[config.mk]
export PLATFORM = sky130hd
export DESIGN_NAME = writeback_rob_flat
export DESIGN_NICKNAME = d
export VERILOG_FILES = /design/src/rtl/writeback_rob_if.sv /design/src/rtl/writeback_rob.sv /design/src/flat_wrapper.sv
export SDC_FILE = /design/constraint.sdc
export NUM_CORES = 1
export LEC_CHECK = 0
export ABC_CLOCK_PERIOD_IN_PS = 3980
export CAP_MARGIN = 5
export CORE_MARGIN = 8
export CORE_UTILIZATION = 60
export CTS_BUF_LIST = sky130_fd_sc_hd__clkbuf_8 sky130_fd_sc_hd__clkbuf_16
export CTS_CLUSTER_SIZE = 28
export DETAILED_ROUTE_END_ITERATION = 8
export PLACE_DENSITY = 0.84
export SETUP_SLACK_MARGIN = 0.1
export SKIP_LAST_GASP = 1
export SYNTH_ARGS = -nofsm -noshare
export SYNTH_HDL_FRONTEND = slang
export SYNTH_SLANG_ARGS = --single-unit
export TNS_END_PERCENT = 20
[constraint.sdc]
create_clock -name clock -period 3.98 [get_ports clock]
set_clock_uncertainty 0.05 [all_clocks]
set_input_delay 0.796 -clock clock [delete_from_list [all_inputs] [get_ports clock]]
set_output_delay 0.796 -clock clock [all_outputs]
set_load 0.05 [all_outputs]
[src/rtl/writeback_rob_if.sv]
// Handshake bundle between issue/functional units and the in-order writeback buffer.
// The byp_* lookup signals exist only when ROB_BYPASS_EN is defined.
interface writeback_rob_if #(
  parameter int TAG_W = 3
);
  logic             alloc_valid;
  logic [4:0]       alloc_rd;
  logic             alloc_ready;
  logic [TAG_W-1:0] alloc_tag;
  logic             cpl_a_valid;
  logic [TAG_W-1:0] cpl_a_tag;
  logic [31:0]      cpl_a_data;
  logic             cpl_b_valid;
  logic [TAG_W-1:0] cpl_b_tag;
  logic [31:0]      cpl_b_data;
  logic             enc;
  logic [4:0]       addrc;
  logic [31:0]      datac;
  logic [TAG_W:0]   rob_count;
  logic             rob_empty;
`ifdef ROB_BYPASS_EN
  logic [4:0]       byp_addr;
  logic             byp_hit;
  logic             byp_ready;
  logic [31:0]      byp_data;

  modport master (
    output alloc_valid, alloc_rd, cpl_a_valid, cpl_a_tag, cpl_a_data,
           cpl_b_valid, cpl_b_tag, cpl_b_data, byp_addr,
    input  alloc_ready, alloc_tag, enc, addrc, datac, rob_count, rob_empty,
           byp_hit, byp_ready, byp_data
  );
  modport slave (
    input  alloc_valid, alloc_rd, cpl_a_valid, cpl_a_tag, cpl_a_data,
           cpl_b_valid, cpl_b_tag, cpl_b_data, byp_addr,
    output alloc_ready, alloc_tag, enc, addrc, datac, rob_count, rob_empty,
           byp_hit, byp_ready, byp_data
  );
`else
  modport master (
    output alloc_valid, alloc_rd, cpl_a_valid, cpl_a_tag, cpl_a_data,
           cpl_b_valid, cpl_b_tag, cpl_b_data,
    input  alloc_ready, alloc_tag, enc, addrc, datac, rob_count, rob_empty
  );
  modport slave (
    input  alloc_valid, alloc_rd, cpl_a_valid, cpl_a_tag, cpl_a_data,
           cpl_b_valid, cpl_b_tag, cpl_b_data,
    output alloc_ready, alloc_tag, enc, addrc, datac, rob_count, rob_empty
  );
`endif
endinterface

[src/rtl/writeback_rob.sv]
// In-order retirement buffer: out-of-order completions drain in allocation order to the RF port.
// Define ROB_BYPASS_EN to add the combinational youngest-match forwarding lookup.
module writeback_rob #(
  parameter int DEPTH = 8,
  parameter int TAG_W = 3
) (
  input  logic            clock,
  input  logic            reset,
  writeback_rob_if.slave  bus
);
  localparam logic [TAG_W:0] FULL = (TAG_W+1)'(DEPTH);

  logic [DEPTH-1:0] valid_q;
  logic [DEPTH-1:0] done_q;
  logic [4:0]       rd_q   [DEPTH];
  logic [31:0]      data_q [DEPTH];
  logic [TAG_W-1:0] head_q;
  logic [TAG_W-1:0] tail_q;
  logic [TAG_W:0]   count_q;
  logic             enc_q;
  logic [4:0]       addrc_q;
  logic [31:0]      datac_q;

  logic alloc_fire;
  logic commit_fire;
  logic cpl_a_fire;
  logic cpl_b_fire;

  // Readiness ignores a same-cycle commit so a full buffer always refuses.
  assign alloc_fire  = bus.alloc_valid && (count_q != FULL);
  assign commit_fire = valid_q[head_q] && done_q[head_q];
  assign cpl_a_fire  = bus.cpl_a_valid && valid_q[bus.cpl_a_tag] && !done_q[bus.cpl_a_tag];
  assign cpl_b_fire  = bus.cpl_b_valid && valid_q[bus.cpl_b_tag] && !done_q[bus.cpl_b_tag]
                       && !(bus.cpl_a_valid && (bus.cpl_a_tag == bus.cpl_b_tag));

  always_ff @(posedge clock or negedge reset) begin
    if (!reset) begin
      valid_q <= '0;
      done_q  <= '0;
      head_q  <= '0;
      tail_q  <= '0;
      count_q <= '0;
      enc_q   <= 1'b0;
      addrc_q <= '0;
      datac_q <= '0;
      for (int i = 0; i < DEPTH; i++) begin
        rd_q[i]   <= '0;
        data_q[i] <= '0;
      end
    end else begin
      enc_q <= 1'b0;
      if (alloc_fire) begin
        valid_q[tail_q] <= 1'b1;
        done_q[tail_q]  <= 1'b0;
        rd_q[tail_q]    <= bus.alloc_rd;
        tail_q          <= tail_q + 1'b1;
      end
      if (cpl_a_fire) begin
        data_q[bus.cpl_a_tag] <= bus.cpl_a_data;
        done_q[bus.cpl_a_tag] <= 1'b1;
      end
      if (cpl_b_fire) begin
        data_q[bus.cpl_b_tag] <= bus.cpl_b_data;
        done_q[bus.cpl_b_tag] <= 1'b1;
      end
      // Commit uses pre-edge state, so a completion never reaches the port on its own edge.
      if (commit_fire) begin
        valid_q[head_q] <= 1'b0;
        head_q          <= head_q + 1'b1;
        enc_q           <= (rd_q[head_q] != 5'd0);
        addrc_q         <= rd_q[head_q];
        datac_q         <= data_q[head_q];
      end
      case ({alloc_fire, commit_fire})
        2'b10:   count_q <= count_q + 1'b1;
        2'b01:   count_q <= count_q - 1'b1;
        default: count_q <= count_q;
      endcase
    end
  end

  assign bus.enc         = enc_q;
  assign bus.addrc       = addrc_q;
  assign bus.datac       = datac_q;
  assign bus.rob_count   = count_q;
  assign bus.rob_empty   = (count_q == '0);
  assign bus.alloc_ready = (count_q != FULL);
  assign bus.alloc_tag   = tail_q;

`ifdef ROB_BYPASS_EN
  logic             byp_hit;
  logic             byp_ready;
  logic [31:0]      byp_data;
  logic [TAG_W-1:0] idx;

  // Valid entries are contiguous from head, so scanning by age lets the youngest match win.
  always_comb begin
    byp_hit   = 1'b0;
    byp_ready = 1'b0;
    byp_data  = '0;
    idx       = '0;
    for (int i = 0; i < DEPTH; i++) begin
      idx = head_q + i[TAG_W-1:0];
      if ((bus.byp_addr != 5'd0) && valid_q[idx] && (rd_q[idx] == bus.byp_addr)) begin
        byp_hit   = 1'b1;
        byp_ready = done_q[idx];
        byp_data  = done_q[idx] ? data_q[idx] : 32'd0;
      end
    end
  end

  assign bus.byp_hit   = byp_hit;
  assign bus.byp_ready = byp_ready;
  assign bus.byp_data  = byp_data;
`endif
endmodule

[src/flat_wrapper.sv]
// flat-port wrapper written by rule: the top's interface ports become plain ports
module writeback_rob_flat 
#(
  parameter int DEPTH = 8,
  parameter int TAG_W = 3
)
  (clock, reset, bus_alloc_valid, bus_alloc_rd, bus_cpl_a_valid, bus_cpl_a_tag, bus_cpl_a_data, bus_cpl_b_valid, bus_cpl_b_tag, bus_cpl_b_data, bus_alloc_ready, bus_alloc_tag, bus_enc, bus_addrc, bus_datac, bus_rob_count, bus_rob_empty);
  writeback_rob_if #(.TAG_W(TAG_W)) bus_i ();
  input  logic clock;
  input  logic reset;
  input wire logic [$bits(bus_i.alloc_valid)-1:0] bus_alloc_valid;
  input wire logic [$bits(bus_i.alloc_rd)-1:0] bus_alloc_rd;
  input wire logic [$bits(bus_i.cpl_a_valid)-1:0] bus_cpl_a_valid;
  input wire logic [$bits(bus_i.cpl_a_tag)-1:0] bus_cpl_a_tag;
  input wire logic [$bits(bus_i.cpl_a_data)-1:0] bus_cpl_a_data;
  input wire logic [$bits(bus_i.cpl_b_valid)-1:0] bus_cpl_b_valid;
  input wire logic [$bits(bus_i.cpl_b_tag)-1:0] bus_cpl_b_tag;
  input wire logic [$bits(bus_i.cpl_b_data)-1:0] bus_cpl_b_data;
  output wire logic [$bits(bus_i.alloc_ready)-1:0] bus_alloc_ready;
  output wire logic [$bits(bus_i.alloc_tag)-1:0] bus_alloc_tag;
  output wire logic [$bits(bus_i.enc)-1:0] bus_enc;
  output wire logic [$bits(bus_i.addrc)-1:0] bus_addrc;
  output wire logic [$bits(bus_i.datac)-1:0] bus_datac;
  output wire logic [$bits(bus_i.rob_count)-1:0] bus_rob_count;
  output wire logic [$bits(bus_i.rob_empty)-1:0] bus_rob_empty;
  assign bus_i.alloc_valid = bus_alloc_valid;
  assign bus_i.alloc_rd = bus_alloc_rd;
  assign bus_i.cpl_a_valid = bus_cpl_a_valid;
  assign bus_i.cpl_a_tag = bus_cpl_a_tag;
  assign bus_i.cpl_a_data = bus_cpl_a_data;
  assign bus_i.cpl_b_valid = bus_cpl_b_valid;
  assign bus_i.cpl_b_tag = bus_cpl_b_tag;
  assign bus_i.cpl_b_data = bus_cpl_b_data;
  assign bus_alloc_ready = bus_i.alloc_ready;
  assign bus_alloc_tag = bus_i.alloc_tag;
  assign bus_enc = bus_i.enc;
  assign bus_addrc = bus_i.addrc;
  assign bus_datac = bus_i.datac;
  assign bus_rob_count = bus_i.rob_count;
  assign bus_rob_empty = bus_i.rob_empty;
  writeback_rob #(.DEPTH(DEPTH), .TAG_W(TAG_W)) u_core (.clock(clock), .reset(reset), .bus(bus_i));
endmodule
======== Word level (Yosys, flattened, before mapping) ========
Index checks and enable logic that the tools add are counted.
storage, ports and cells
  register bits after elaboration ......... 360
  bits of input ports ..................... 80
  output and inout bits ................... 47
  logic and storage cells ................. 123
cells by class
  add/sub/neg operators ................... 4
  $lt $le $gt $ge ......................... 15
  equal/unequal tests ..................... 4
  mux-type cells .......................... 44
  bitwise operators ....................... 11
  reductions and logical operators ........ 21
operators by type and width
  operator                                                                              count
  256-bit bitwise mux                                                                   2
  256-bit two-way mux                                                                   2
  32-bit demux with 3-bit select                                                        2
  32-bit two-way mux                                                                    4
  32-bit binary-select mux with 3-bit select                                            1
  40-bit bitwise mux                                                                    1
  8-bit two-way mux                                                                     5
  8-bit OR                                                                              3
  1-bit binary-select mux with 3-bit select                                             6
  8-bit AND                                                                             2
  4-bit greater-or-equal comparator (second input constant)                             4
  3-bit by 4-bit < comparator with 1-bit output (second input constant)                 4
  3-bit inverter with 4-bit output                                                      4
  8-bit inverter                                                                        2
  5-bit binary-select mux with 3-bit select                                             1
  5-bit demux with 3-bit select                                                         1
  1-bit logical AND                                                                     15
  5-bit two-way mux                                                                     3
  1-bit demux with 3-bit select                                                         4
  3-bit by 1-bit greater-or-equal comparator with 1-bit output (second input constant)  4
  4-bit by 1-bit < comparator with 1-bit output (second input constant)                 3
  1-bit two-way mux                                                                     11
  4-bit case mux with 2 select lines                                                    1
  3-bit by 1-bit adder with 3-bit output (second input constant)                        2
  10 further kinds                                                                      12

======== Logic depth before layout (Yosys ltp) ========
Gate-level depths: netlist of the first run.
  depth after elaboration ................. 11
  gate-level depth with buffers ........... 12
  gate-level depth less buffers ........... 10

======== Least setup slack after synthesis of the first run ========
Ideal clock, no wire load.
  path kind ............................... register -> output
  from .................................... register u_core.count_q[1] (netlist: u_core.bus.rob_count[1])
  to ...................................... output bus_rob_empty
  data arrival time ....................... 2.227 ns
  data required time ...................... 3.134 ns
  setup slack ............................. 0.907 ns
  stages on the path, launching flop included .. 2
  buffers on the path ..................... 0
  path through ............................ dfrtp_1 > nor4_1
between the ends
  cells in the longest elaborated chain, start to end .. 1
ends and longest elaborated chain
  element                 line                 source
  start, declared         writeback_rob.sv:19  logic [TAG_W:0] count_q;
  start signal, assigned  writeback_rob.sv:75  2'b10: count_q <= count_q + 1'b1;
  start signal, assigned  writeback_rob.sv:76  2'b01: count_q <= count_q - 1'b1;
  start signal, assigned  writeback_rob.sv:77  default: count_q <= count_q;
  4-bit logical NOT       writeback_rob.sv:86  assign bus.rob_empty = (count_q == '0);
  end, declared           flat_wrapper.sv:25   output wire logic [$bits(bus_i.rob_empty)-1:0] bus_rob_empty;
No other way between the ends.

======== Worst setup path after layout of the first run ========
  from .................................... register u_core.count_q[1] (netlist: u_core.bus.rob_count[1])
  to ...................................... output bus_alloc_ready
between the ends
  cells in the longest elaborated chain, start to end .. 1
ends and longest elaborated chain
  element        line                 source
  4-bit != test  writeback_rob.sv:87  assign bus.alloc_ready = (count_q != FULL);
  end, declared  flat_wrapper.sv:19   output wire logic [$bits(bus_i.alloc_ready)-1:0] bus_alloc_ready;
No other way between the ends.

==> results.tsv, run 1 <==
metric	value	unit
synth-main-ff-cell	sky130_fd_sc_hd__dfrtp_1	
placement_rows	64	
seq_area_frac_synth	48.5	%
avgSynthCellArea	10.7	sq um
drv_slew	0	
grt_remaining_overflow	0	
min_period	3.17	ns
yosys-top-cells-count	sky130_fd_sc_hd__dfrtp_1 (360), sky130_fd_sc_hd__nand2_1 (351), sky130_fd_sc_hd__mux2i_1 (259)	
register_area	9020	sq um
place.port_buffers	126	
die_w	192	microns
critPathArrivalTime	2.32	ns
peakVddDrop	511	uV
cts.hold.buffers_added	0	
tightest_slew	0.985	ns
finalSetupViolCount	0	
clockPowerShare	20.6	%
grt_start_max_net_pins	90	
multi_input_area	8810	sq um
cts.reportedPaths.clkPinSlew	0.06	ns
synthCells	1739	
synth_top_area_cell	sky130_fd_sc_hd__dfrtp_1	
grt_usage	26.7	%
num_antenna_cells	0	
switchingPower	0.00650	W
place_congestion	0.865	
final_net_count	1840	
combPwrFrac	40.5	%
syn_area	18600	sq um
chipHeight	192	microns
total_leakage_power	9.04	nW
number_of_antenna_violations_at_the_first_check_in_global_routing	2	
seq_power_share	38.8	%
drtPass1Iterations	8	
class_of_the_tightest_hold_or_removal_check	input pin to asynchronous set/reset pin	
synth.yosys.warnings	0	
setup_repair_after_global_routing_missed_its_margin	false	
wire_length_of_the_first_global_routing_pass	78400	microns
clock-root-buffer	sky130_fd_sc_hd__clkbuf_16	
cts-root-to-sink-buffers	3	
ctsResizeCount	0	
setup.worst_path.start_class	flip-flop	
max_clock_freq	0.316	GHz
h-tree-depth	2	
via_density	6.36	
reg2reg_depth	10	
number_of_max_cap_violations	0	
floorplan.die_area	36900	sq um
yosys.cell_count.top_type	sky130_fd_sc_hd__dfrtp_1	
ant_nets	0	
timing.setup.tns	0	ns
floorplan.io_pins	127	
hold_viol_final	0	
dr_total_vias	13900	
synth_top_area_share	48.5	%
timing.setup.critical_path_class	flip-flop to primary output	
post-layout-total-power	0.0174	W
drt_first_iter_violations	1116	
max_slew_margin	33.6	%
net_count_after_synthesis	1824	
power.density_cell_area	814	nW/um^2
synth.top_cells.by_area	sky130_fd_sc_hd__dfrtp_1 (48%), sky130_fd_sc_hd__mux2i_1 (14%), sky130_fd_sc_hd__mux4_2 (9.2%)	
worst_reg2reg_setup_slack	0.97	ns
fin_crit_sh	79.6	%
clock_sinks	360	
layout-area-overhead-vs-synth	15.1	%
post_route_cells_drive_above_1_share	14.3	%
run_status	finished clean	
setup.worst_path.end_class	primary output	
numCtsBuffers	39	
n_fill_cell	2110	
cell_internal_pwr	0.0109	W
worstPathRequired	3.13	ns
detail_route.drc_violations	0	
flops_latches_synth	360	
rr_startpoint	u_core.head_q[2]$_DFFE_PN0N_	
routed_wire_length_per_instance	22.1	microns
worstSkewPairLatency	0.53	ns
netSwitchingFraction	37.3	%
grt_pass1_vias	14700	
critical_path_peak_fanout	8	
ffs_w_async_s_r_synth	100	%
wl	48100	microns
r2r_end	u_core.bus.rob_count[2]$_DFFE_PN0P_	
floorplan.core_area	30500	sq um
detailed_place_hpwl	29600	microns
cts_tree	built	
postCtsSetupRepairBufs	0	
start_util	60.9	%
post_synth_num_cell_types	52	
number_of_enable_flip_flop_cells_after_synthesis	0	
## power by group through the flow
stage                     clock network [W]  registers, W  logic [W]
final                               0.00359       0.00676    0.00706
after global placement                    0       0.00663    0.00679
after global routing                0.00377       0.00695    0.00769
after CTS                           0.00364       0.00673    0.00710
after detailed placement                  0       0.00675    0.00706
after floorplan                           0       0.00711    0.00457
## per-layer routing
metal  up-vias  global-route usage [%]  share of wire [%]
met3       151                    5.08                7.5
met5         -                       0              0.046
met1      6981                    34.2                 40
li1       6125                       -                  -
met4         4                    11.8                4.1
met2       595                    44.1                 49
## worst max path at each step
| stage | from | end | slack (ns) | cells past startpoint |
|---|---|---|---|---|
| finish | u_core.bus.rob_count[1]$_DFFE_PN0P_ | bus_alloc_ready | 0.81 | 2 |
| global route | bus_cpl_b_tag[2] | u_core.data_q[132]$_DFF_PN0_ | 0.73 | 8 |
| CTS | u_core.bus.rob_count[1]$_DFFE_PN0P_ | bus_alloc_ready | 0.80 | 2 |
| detailed placement | bus_cpl_b_tag[2] | u_core.data_q[142]$_DFF_PN0_ | 0.38 | 7 |
| global placement | bus_cpl_b_tag[2] | u_core.data_q[143]$_DFF_PN0_ | 0.47 | 7 |
| floorplan | u_core.bus.rob_count[1]$_DFFE_PN0P_ | bus_rob_empty | 0.91 | 1 |
## critical path, stage by stage (launching register included)
cell                              delay [ns]
sky130_fd_sc_hd__dfrtp_1                0.47
sky130_fd_sc_hd__or4b_4                 0.60
sky130_fd_sc_hd__clkdlybuf4s50_1        0.72
## kinds of logic after synthesis
family	Yosys count	synth area share (%)
flip-flops	360	48.5
AO/OA/AOI/OAI	334	9.84
buffers and inverters	203	4.96
XOR/XNOR	11	0.518
multiplexers	378	25.9
adder cells (fa/ha/maj)	5	0.337
AND/OR/NAND/NOR	448	10.0
## stage by stage
stage / worst slack, ns / instances / hold WS (ns) / area (sq um) / utilization (%)
3_3_place_gp: 0.470 / 2110 / 0.431 / 20100 / 66.0
2_1_floorplan: 0.907 / 1739 / 0.424 / 18600 / -
3_5_place_dp: 0.377 / 2110 / 0.440 / 20100 / 66.0
4_1_cts: 0.802 / 2178 / 0.230 / 21400 / 70.1
5_1_grt: 0.728 / 2178 / 0.268 / 21400 / 70.1
6_report: 0.812 / 2178 / 0.209 / 21400 / 70.1
## sequential cells by signal, indices dropped and copies added, names as in the netlist
signal,count
u_core.bus.enc,1
u_core.done_q,8
u_core.head_q,3
u_core.bus.datac,32
u_core.bus.alloc_tag,3
u_core.rd_q,40
u_core.bus.rob_count,4
u_core.bus.addrc,5
u_core.data_q,256
u_core.valid_q,8
## cells in the final DEF (no fill, tap or decap), types with 4 or more instances in the layout
master	synthesis	layout
sky130_fd_sc_hd__mux2_4	5	5
sky130_fd_sc_hd__buf_12	0	14
sky130_fd_sc_hd__o21ai_1	4	4
sky130_fd_sc_hd__buf_4	3	28
sky130_fd_sc_hd__mux2i_1	259	258
sky130_fd_sc_hd__mux2_2	38	38
sky130_fd_sc_hd__a2111oi_4	0	4
sky130_fd_sc_hd__xor2_1	7	7
sky130_fd_sc_hd__mux4_2	76	76
sky130_fd_sc_hd__a21oi_1	16	16
sky130_fd_sc_hd__clkbuf_8	0	7
sky130_fd_sc_hd__ha_1	5	5
sky130_fd_sc_hd__a211oi_4	0	4
sky130_fd_sc_hd__and2_1	4	4
sky130_fd_sc_hd__a211o_1	4	4
sky130_fd_sc_hd__clkbuf_16	0	41
sky130_fd_sc_hd__nand2_1	351	348
sky130_fd_sc_hd__clkinv_2	0	8
sky130_fd_sc_hd__nand2b_1	4	4
sky130_fd_sc_hd__nand3_1	9	9
sky130_fd_sc_hd__a31oi_1	33	33
sky130_fd_sc_hd__inv_1	7	13
sky130_fd_sc_hd__nor2_1	46	46
sky130_fd_sc_hd__nor2b_1	7	7
sky130_fd_sc_hd__clkdlybuf4s50_1	0	125
sky130_fd_sc_hd__dfrtp_1	360	357
sky130_fd_sc_hd__nor4_1	7	6
sky130_fd_sc_hd__xnor2_1	4	4
sky130_fd_sc_hd__o21ai_0	258	258
## area by class of cell
cell class                      count  area share (%)
Timing Repair Buffer              168            8.21
Multi-Input combinational cell   1176            41.2
Inverter                           10           0.199
Sequential cell                   360            42.1
Tap cell                          396            2.32
Clock inverter                     20           0.719
Clock buffer                       48            5.25
Power figures use the tool's default switching activity.
==> inputs of run 2 (changes only) <==
--- a/config.mk
+++ b/config.mk
@@ -5,14 +5,14 @@
 export SDC_FILE = /design/constraint.sdc
 export NUM_CORES = 1
 export LEC_CHECK = 0
-export ABC_CLOCK_PERIOD_IN_PS = 3980
+export ABC_CLOCK_PERIOD_IN_PS = 2700
 export CAP_MARGIN = 5
 export CORE_MARGIN = 8
-export CORE_UTILIZATION = 60
+export CORE_UTILIZATION = 54
 export CTS_BUF_LIST = sky130_fd_sc_hd__clkbuf_8 sky130_fd_sc_hd__clkbuf_16
 export CTS_CLUSTER_SIZE = 28
 export DETAILED_ROUTE_END_ITERATION = 8
-export PLACE_DENSITY = 0.84
+export PLACE_DENSITY = 0.8
 export SETUP_SLACK_MARGIN = 0.1
 export SKIP_LAST_GASP = 1
 export SYNTH_ARGS = -nofsm -noshare
==> constraint.sdc (replaced) <==
create_clock -name clock -period 2.7 [get_ports clock]
set_clock_uncertainty 0.05 [all_clocks]
set_input_delay 0.54 -clock clock [delete_from_list [all_inputs] [get_ports clock]]
set_output_delay 0.54 -clock clock [all_outputs]
set_load 0.05 [all_outputs]
==> results.tsv, run 2 (synthesized netlist as in run 1, its figures left out) <==
metric	value	unit	change
wl_met1	21100	microns	+11%
worstSkewPairLatency	0.52	ns	about the same
placedCellCount	2211		+4.8%
rr_startpoint	u_core.head_q[2]$_DFFE_PN0N_		
floorplan.io_pins	127		unchanged
dr.max_layer_used	met4		
routed_wire_length_per_instance	22.2	microns	+0.48%
cts.reportedPaths.clkPinSlew	0.06	ns	about the same
crit_start	u_core.bus.rob_count[2]$_DFFE_PN0P_		
post_route_non_filler_standard_cell_count	2282		+4.8%
r2r_end	u_core.bus.rob_count[2]$_DFFE_PN0P_		
power.density_cell_area	1190	nW/um^2	+46%
run_status	finished clean		
die_w	202	microns	+5.0%
critical_path_buf_inv_count	1		unchanged
layout-area-overhead-vs-synth	19.4	%	
timing.setup.critical_path_class	flip-flop to primary output		
drv_slew	0		unchanged
worst_reg2reg_setup_slack	0.13	ns	-0.84 ns
worst_path_largest_cell_delay	0.58	ns	-0.14 ns
number_of_flip_flops_in_the_largest_register	256		unchanged
start_util	54.3	%	-6.6 points
number_of_antenna_violations_at_the_first_check_in_global_routing	3		+1
cts_tree	built		
place_congestion	0.841		-2.7%
clock-root-buffer	sky130_fd_sc_hd__clkbuf_16		
peakVddDrop	1040	uV	+100%
critical_path_peak_fanout	7		-1
class_of_the_tightest_hold_or_removal_check	flip-flop to flip-flop		
setup.worst_path.end_class	primary output		
max_slew_margin	40.5	%	+6.9 points
chipHeight	202	microns	+5.0%
h-tree-depth	2		unchanged
setup_repair_after_global_routing_missed_its_margin	true		
hold_viol_final	0		unchanged
wire_length_of_the_first_global_routing_pass	80700	microns	+3.0%
crit_chain	or4b_4 -> dlygate4sd2_1		
critPathArrivalTime	2.01	ns	-0.31 ns
largest-register	u_core.data_q		
placement_rows	68		+6.3%
floorplan.core_area	34200	sq um	+12%
floorplan.die_area	40600	sq um	+10%
finalSetupViolCount	0		unchanged
max_clock_freq	0.385	GHz	
dr_total_vias	14000		+1.3%
final_net_count	1886		+2.5%
grt_remaining_overflow	0		unchanged
final_common_cell	sky130_fd_sc_hd__dfrtp_1		
setup.worst_path.start_class	flip-flop		
clock_sinks	360		unchanged
reg2reg_depth	10		unchanged
place.port_buffers	126		unchanged
drtPass1Iterations	8		unchanged
ant_nets	0		unchanged
via_density	6.15		-3.3%
number_of_max_cap_violations	0		unchanged
grt_usage	24.6	%	-2.2 points
cts-root-to-sink-buffers	3		unchanged
min_period	2.60	ns	
fin_crit_sh	96.2	%	
slowest_stage	sky130_fd_sc_hd__or4b_4		
met3_length	3390	microns	-6.2%
detail_route.drc_violations	0		unchanged
hold_end	u_core.bus.rob_count[3]$_DFFE_PN0P_		
critical_path.top_delay_family	simple AND/OR/NAND/NOR gates		
tightest_slew	0.882	ns	-0.103 ns
drt_first_iter_violations	1250		+12%
grt_pass1_vias	14400		-1.4%
wl	50700	microns	+5.3%
total_leakage_power	9.39	nW	+3.8%
detailed_place_hpwl	31900	microns	+7.8%
critical_hold_path_startpoint	u_core.bus.rob_count[3]$_DFFE_PN0P_		
grt_start_max_net_pins	68		-24%
worstPathRequired	2.11	ns	-1.02 ns
numCtsBuffers	40		+2.6%
post-layout-total-power	0.0264	W	+52%
hold_depth	1		
detailroute.wirelength.met2	25000	microns	+6.6%
layout_common_cells	sky130_fd_sc_hd__dfrtp_1 (353), sky130_fd_sc_hd__nand2_1 (348), sky130_fd_sc_hd__o21ai_0 (258), sky130_fd_sc_hd__mux2i_1 (258), sky130_fd_sc_hd__clkdlybuf4s50_1 (123)		
post_route_cells_drive_above_1_share	16.6	%	+2.3 points
==> run 2: cell count changes in the layout (fill, tap and decap cells not counted), moves of 4 or more <==
cell	delta
sky130_fd_sc_hd__buf_12	+21
sky130_fd_sc_hd__buf_4	+23
sky130_fd_sc_hd__bufinv_16	+4
sky130_fd_sc_hd__clkinv_2	-4
sky130_fd_sc_hd__dfrtp_1	-4
sky130_fd_sc_hd__dfrtp_2	+4
==> run 2: how the worst max path moves through the flow <==
| stage | cells past startpoint | to |
|---|---|---|
| detailed placement | 9 | u_core.data_q[97]$_DFF_PN0_ |
| global placement | 9 | u_core.data_q[114]$_DFF_PN0_ |
| floorplan | 11 | u_core.bus.rob_count[2]$_DFFE_PN0P_ |
| CTS | 10 | u_core.bus.rob_count[2]$_DFFE_PN0P_ |
| finish | 2 | bus_alloc_ready |
| global route | 10 | u_core.bus.rob_count[2]$_DFFE_PN0P_ |
==> run 2: cell type report <==
class	count	area, sq um
antenna	1	2.50
clock buffer	49	1140
clock inverter	18	230
fill	2531	12000
inverter	10	46.3
multi-input combinational	1176	8830
sequential	360	9020
tap	455	569
timing repair buffer	213	2360
==> run 2: metrics by stage <==
stage / cell area, sq um / hold WS [ns] / setup WS, ns / utilization (%) / setup TNS (ns)
CTS: 22200 / 0.452 / 0.00986 / 64.8 / 0
detailed placement: 20800 / 0.439 / -0.379 / 60.8 / -60.92
floorplan: 18600 / 0.194 / 0.00203 / - / 0
global route: 22200 / 0.468 / 0.0215 / 64.9 / 0
finish: 22200 / 0.452 / 0.102 / 64.9 / 0
global placement: 20800 / 0.432 / -0.314 / 60.8 / -47.78
==> run 2: per-layer routing <==
layer  GRT usage [%]  vias to the layer above
li1                -                     6216
met1            32.7                     7149
met2            41.0                      566
met3            4.08                      102
met4            7.62                        0
met5               0                        -
==> run 2: where the power goes <==
part           switching [W]  internal (W)  leakage, nW  total (W)
Combinational        0.00579       0.00505         4.32     0.0108
Sequential           0.00176       0.00817         4.37    0.00993
Clock                0.00214       0.00353        0.706    0.00567
Total                0.00969        0.0167         9.39     0.0264
==> run 2: timing repair <==
| action | in CTS | in global routing |
|---|---|---|
| setup buffers | 0 | 2 |
| setup endpoints to repair | 5 | 55 |
| hold endpoints to repair | 57 | 0 |
| hold buffers | 1 | 0 |
| pin swaps | 0 | 0 |
| resized for setup | 2 | 3 |
